$ cat src/rtl/axi_channel_join_slice.sv
// Joins N_INPUTS valid/ready source channels into one concatenated destination beat,
// followed by a REG_MODE-selectable register stage. Define AXI_JOIN_SLICE_STALL_CNT_EN for the stall_cnt port.
module axi_channel_join_slice #(
    parameter int N_INPUTS    = 2,
    parameter int PAYLD_WIDTH = 8,
    parameter int REG_MODE    = 2
) (
    input  logic                            aclk,
    input  logic                            aresetn,
    input  logic [N_INPUTS-1:0]             valid_src,
    input  logic [N_INPUTS*PAYLD_WIDTH-1:0] payload_src,
    output logic [N_INPUTS-1:0]             ready_src,
    output logic                            valid_dst,
    output logic [N_INPUTS*PAYLD_WIDTH-1:0] payload_dst,
    input  logic                            ready_dst
`ifdef AXI_JOIN_SLICE_STALL_CNT_EN
    ,
    output logic [15:0]                     stall_cnt
`endif
);

    localparam int DW = N_INPUTS * PAYLD_WIDTH;

    logic all_valid;
    logic stage_ready;

    assign all_valid = &valid_src;

    // A lane's ready looks only at the other lanes, so every lane handshakes together or none does.
    genvar gi;
    generate
        for (gi = 0; gi < N_INPUTS; gi++) begin : g_ready
            assign ready_src[gi] = stage_ready & (&(valid_src | (N_INPUTS'(1) << gi)));
        end
    endgenerate

    generate
        if (REG_MODE == 0) begin : g_bypass
            assign valid_dst   = all_valid;
            assign payload_dst = payload_src;
            assign stage_ready = ready_dst;
        end else if (REG_MODE == 1) begin : g_fwd
            logic          main_valid_q, main_valid_d;
            logic [DW-1:0] main_data_q, main_data_d;

            assign stage_ready = ready_dst | ~main_valid_q;

            always_comb begin
                main_valid_d = main_valid_q;
                main_data_d  = main_data_q;
                if (stage_ready) begin
                    main_valid_d = all_valid;
                    if (all_valid) main_data_d = payload_src;
                end
            end

            always_ff @(posedge aclk or negedge aresetn) begin
                if (!aresetn) begin
                    main_valid_q <= 1'b0;
                    main_data_q  <= '0;
                end else begin
                    main_valid_q <= main_valid_d;
                    main_data_q  <= main_data_d;
                end
            end

            assign valid_dst   = main_valid_q;
            assign payload_dst = main_data_q;
        end else begin : g_full
            logic          main_valid_q, main_valid_d;
            logic [DW-1:0] main_data_q, main_data_d;
            logic          skid_full_q, skid_full_d;
            logic [DW-1:0] skid_data_q, skid_data_d;
            logic          stage_ready_q, stage_ready_d;
            logic          drain, join_fire;

            assign drain       = main_valid_q & ready_dst;
            assign join_fire   = all_valid & stage_ready_q;
            assign stage_ready = stage_ready_q;

            // A join and a skid refill never coincide: stage_ready_q is low whenever the skid is full.
            always_comb begin
                main_valid_d = main_valid_q;
                main_data_d  = main_data_q;
                skid_full_d  = skid_full_q;
                skid_data_d  = skid_data_q;
                if (drain) begin
                    if (skid_full_q) begin
                        main_data_d = skid_data_q;
                        skid_full_d = 1'b0;
                    end else begin
                        main_valid_d = join_fire;
                        if (join_fire) main_data_d = payload_src;
                    end
                end else if (join_fire) begin
                    if (!main_valid_q) begin
                        main_valid_d = 1'b1;
                        main_data_d  = payload_src;
                    end else begin
                        skid_full_d = 1'b1;
                        skid_data_d = payload_src;
                    end
                end
                stage_ready_d = ~skid_full_d;
            end

            always_ff @(posedge aclk or negedge aresetn) begin
                if (!aresetn) begin
                    main_valid_q  <= 1'b0;
                    main_data_q   <= '0;
                    skid_full_q   <= 1'b0;
                    skid_data_q   <= '0;
                    stage_ready_q <= 1'b0;
                end else begin
                    main_valid_q  <= main_valid_d;
                    main_data_q   <= main_data_d;
                    skid_full_q   <= skid_full_d;
                    skid_data_q   <= skid_data_d;
                    stage_ready_q <= stage_ready_d;
                end
            end

            assign valid_dst   = main_valid_q;
            assign payload_dst = main_data_q;
        end
    endgenerate

`ifdef AXI_JOIN_SLICE_STALL_CNT_EN
    // Counts lane-skew cycles only; destination backpressure is not a stall here.
    logic [15:0] stall_cnt_q, stall_cnt_d;
    logic        lane_skew;

    assign lane_skew = (|valid_src) & ~all_valid;

    always_comb begin
        stall_cnt_d = stall_cnt_q;
        if (lane_skew && stall_cnt_q != 16'hFFFF) stall_cnt_d = stall_cnt_q + 16'd1;
    end

    always_ff @(posedge aclk or negedge aresetn) begin
        if (!aresetn) stall_cnt_q <= '0;
        else          stall_cnt_q <= stall_cnt_d;
    end

    assign stall_cnt = stall_cnt_q;
`endif

endmodule
$ cat config.mk
export PLATFORM = sky130hd
export DESIGN_NAME = axi_channel_join_slice
export DESIGN_NICKNAME = d
export VERILOG_FILES = /design/src/rtl/axi_channel_join_slice.sv
export SDC_FILE = /design/constraint.sdc
export NUM_CORES = 1
export LEC_CHECK = 0
export BUFFER_PORTS_ARGS = -buffer_cell sky130_fd_sc_hd__buf_2
export CORE_MARGIN = 8
export CORE_UTILIZATION = 49
export DETAILED_ROUTE_END_ITERATION = 8
export PLACE_DENSITY = 0.8
export REMOVE_ABC_BUFFERS = 1
export SLEW_MARGIN = 10
export SYNTH_ARGS = -nofsm -noshare
export SYNTH_HDL_FRONTEND = slang
export SYNTH_SLANG_ARGS = --single-unit
$ cat constraint.sdc
create_clock -name aclk -period 2.2 [get_ports aclk]
set_clock_uncertainty 0.1 [all_clocks]
set_input_delay 0 -clock aclk [delete_from_list [all_inputs] [get_ports aclk]]
set_output_delay 0 -clock aclk [all_outputs]
set_load 0.02 [all_outputs]
# Word-level counts from Yosys, hierarchy flattened
# Cells that the tools add are included.
# op_classes
reduce_logical	6
n_eq_ne	2
mux	11
bitwise_logic	6
# op_table
op	count
two-way mux 16 bit	5
two-way mux 1 bit	6
AND reduction 3 bit	2
bitwise AND 1 bit	4
AND reduction 2 bit	2
nonzero test 2 bit	2
inequality test 2 x 1 -> 1 bit, second input constant	1
inequality test 2 bit, second input constant	1
inverter 1 bit	2
# word_totals
input_bits	21
word_cells	30
regBits	35
out_inout_bits	19

# Logic depth before layout (Yosys ltp)
# depth
depth_word	5
mapped_depth	5
depth_no_buf	3

# Worst setup path before layout
# No wires, ideal clock.
# synth_path
path_kind	reg-to-reg
start	reg g_full.main_valid_q (netlist: valid_dst)
end	reg g_full.skid_data_q[0]
setup_ps	125
arrival_ps	1555
n_path_buf	2
required_ps	1975
synth_period_minus_slack_ps	1779
path_stages_with_launch	5
slack_ps	421
path_cell_list	dfrtp_1 -> buf_2 -> nor3b_4 -> buf_4 -> mux2_2
# synth_via
elab_chain_len	3
# synth_lines
item	line	text
from (decl)	70	logic main_valid_q, main_valid_d;
from (signal assigned)	115	main_valid_q <= main_valid_d;
bitwise AND 1 bit	77	assign drain = main_valid_q & ready_dst;
inverter 1 bit (no line)	n/a	
AND reduction 3 bit (no line) (*)	n/a	
to (signal assigned)	118	skid_data_q <= skid_data_d;
to (decl)	73	logic [DW-1:0] skid_data_q, skid_data_d;
# Mark *: on every way between the ends. The rest lies on a longest branch, timed or not.
# A chain may end at the register's enable or synchronous reset.

# Worst setup path after layout
# layout_path
start	reg g_full.main_valid_q (netlist: valid_dst)
end	reg g_full.main_data_q[0] (netlist: payload_dst[0])
# layout_via
elab_chain_len	3
elab_cells_between_ends	5
cone_classes	eq/ne: 1; mux: 1; bitwise: 1; reduce/logical: 2
# layout_lines
item	line	text
bitwise AND 1 bit	77	
inequality test 2 x 1 -> 1 bit (no line) / nonzero test 2 bit (equally long branches)	n/a	
AND reduction 3 bit (no line)	n/a	
to (signal assigned)	116	main_data_q <= main_data_d;
to (decl)	71	logic [DW-1:0] main_data_q, main_data_d;
# Parallel ways exist; a longest one is shown, timed or not.

==> out/results.ini <==
[routing]
drt_iter0_drc=15
drtAntennaViolNets=0
routedWlPerCell_um=15.52
remaining_drc_errors=0
drt_wl_total_mm=3.290
drtPass1Iterations=4
vias_per_cell=4.920
vias=1043

[power]
power.switching_mw=0.9191
p_per_area_nw_per_um2=1269
pwr-share-clk_pct=17.6
p_comb_share_pct=40.5
vdd_drop_max_mv=0.7753
swShare_pct=33.41
power_mw=2.751
intPower_mw=1.832
seqPwrFrac_pct=42.0
leakagePower_nw=1.040

[synth]
synth_area_um2=1638
synth_cell_types=17
yosysWarnings=0
synth_area_leaders=dfrtp_1 53%, mux2_2 19%, mux2_4 18%
ys_seq_elements=35
yosys.area.top_type=dfrtp_1
syn_inst=100
ys_seq_area_share_pct=53.48
synth_top_area_share_pct=53.48
syn_area_per_cell_um2=16.38

[clocking]
post_cts_buffers=0
cts-root-buf=clkbuf_4
ctsHtreeMaxLevel=2
cts.sinks=35
cts_tree=built
cts_made_buffers=5
insertion_delay_ns=0.33
path_clk_slew_ns=0.11
ctsLongestPathBuffers=2

[sta]
setup_viol=0
relSlewSlack_pct=48.70
rsz0062_at_grt=false
finalHoldViolCount=0
finalCriticalPeriod_ns=1.763
drv_slew=0
tightest_slew_ns=0.7696
max_freq_ghz=0.5671
post-route-period-util_pct=80.16
timing.setup.tns_ns=0
fin_ws_ns=0.4366

[floorplanning]
row_count=21
die_area_um2=5449
io-pin-count=40
die_w_um=73.82
initial_core_util_pct=49.87
die_y_um=73.82
core-area_um2=3284

[setup_path]
reg2reg_to=payload_dst[0]
reg2regPathDepth=4
critical_path_arrival_ns=1.89
rrSetupSlack_ns=0.44
worstSetupPathType=flip-flop to flip-flop
rr_startpoint=valid_dst
worstPathRequired_ns=2.33
cp_max_fo=16
cp-end-kind=flip-flop
worstSetupStartpointType=flip-flop

[placed_design]
port_buffers=39
place_hpwl_mm=2.212
place_ws_ns=0.4390
place_congestion=0.7374
placed_cell_area_um2=1871
post-place-cells=183

[global_routing]
grt_pass1_vias=1225
antenna_found_initial=0
grt_max_degree=36
grtUsageTotal_pct=13.76
overflow=0
grt_pass1_wl_mm=5.575

[run_status]
status=finished, final reports clean

[final_layout]
area.growth.synth_to_final_pct=32.31
antenna-diode-count=0
final_area_um2=2167
layout.nets=186
drive_gt1_share_pct=60.84
fin_cells=212

[worst_hold_path]
hold_path.class=input port to asynchronous set/reset pin

[run]
cap_violations=0

cell usage in the layout, fill, tap and decap left out, types with 2 or more instances in the layout:
cell type	synthesis	final
mux2_2	28	28
clkbuf_4	0	5
buf_4	1	2
and2_1	2	2
buf_2	1	39
mux2_4	20	20
nand2_1	2	2
dlygate4sd3_1	0	21
dfrtp_1	35	35
metrics by stage:
stage,utilization (%),hold WS [ns]
6_report,65.98,0.1630
5_1_grt,65.98,0.2342
4_1_cts,65.98,0.1914
3_5_place_dp,56.95,0.02436
3_3_place_gp,56.95,0.006379
2_1_floorplan,-,-0.3956
worst max-delay path: stages, from the launching register on:
cell	delay, ns
dfrtp_1	0.57
nand2_1	0.15
a22oi_4	0.16
buf_4	0.31
mux2_2	0.37
power groups by stage:
stage	sequential, mW	combinational [mW]	clock, mW
finish	1.15	1.11	0.483
global route	1.20	1.19	0.523
CTS	1.16	1.13	0.495
detailed placement	1.17	1.09	0
global placement	1.14	1.05	0
floorplan	1.33	0.579	0
metal layers:
layer  GRT usage (%)  up-vias  wire [um]  share of wire (%)
met1           13.93      520       1288                 39
met2           23.62       28       1743                 53
li1                -      485          -                  -
met5               0        -          0                  0
met3           5.321       10        172                5.2
met4           7.539        0         85                2.6
worst max path at each step:
stage,startpoint,endpoint,slack (ns)
after floorplan,valid_dst,payload_dst[0],0.34
after global placement,valid_dst,payload_dst[0],0.50
after detailed placement,valid_dst,payload_dst[1],0.44
after CTS,valid_dst,payload_dst[1],0.43
after global routing,valid_dst,payload_dst[1],0.34
final,valid_dst,payload_dst[0],0.44
synth_stat cells:
master   number
a22oi_4       1
nor3b_4       1
buf_4         1
a31oi_1       1
mux2_4       20
inv_1         1
nand3_1       1
a21o_2        1
mux2_2       28
nand3_4       1
and2_1        2
a21oi_1       1
o21ai_0       1
buf_2         1
dfrtp_1      35
buf_6         2
nand2_1       2
registers in the layout, indices dropped and copies added (netlist names):
register / flops
g_full.skid_data_q: 16
valid_dst: 1
g_full.skid_full_q: 1
payload_dst: 16
g_full.stage_ready_q: 1
cell type report:
cell class	instances	area, um2
fill	246	1117
sequential	35	875.8
multi-input combinational	60	723.2
timing repair buffer	62	420.4
tap	46	57.56
clock buffer	6	51.30
clock inverter	2	35.03
inverter	1	3.754
cells by family after synthesis:
group                  share of synthesized area [%]
AO/OA/AOI/OAI                                  2.826
buffers and inverters                          2.368
flip-flops                                     53.48
multiplexers                                   37.59
AND/OR/NAND/NOR                                3.743
repair_timing:
item / CTS / global route
endpoints found under the hold margin: 70 / 0
hold buffers: 21 / 0
resized for setup: 0 / 0
setup endpoints to repair: 0 / 0
Power figures use the tool's default switching activity.
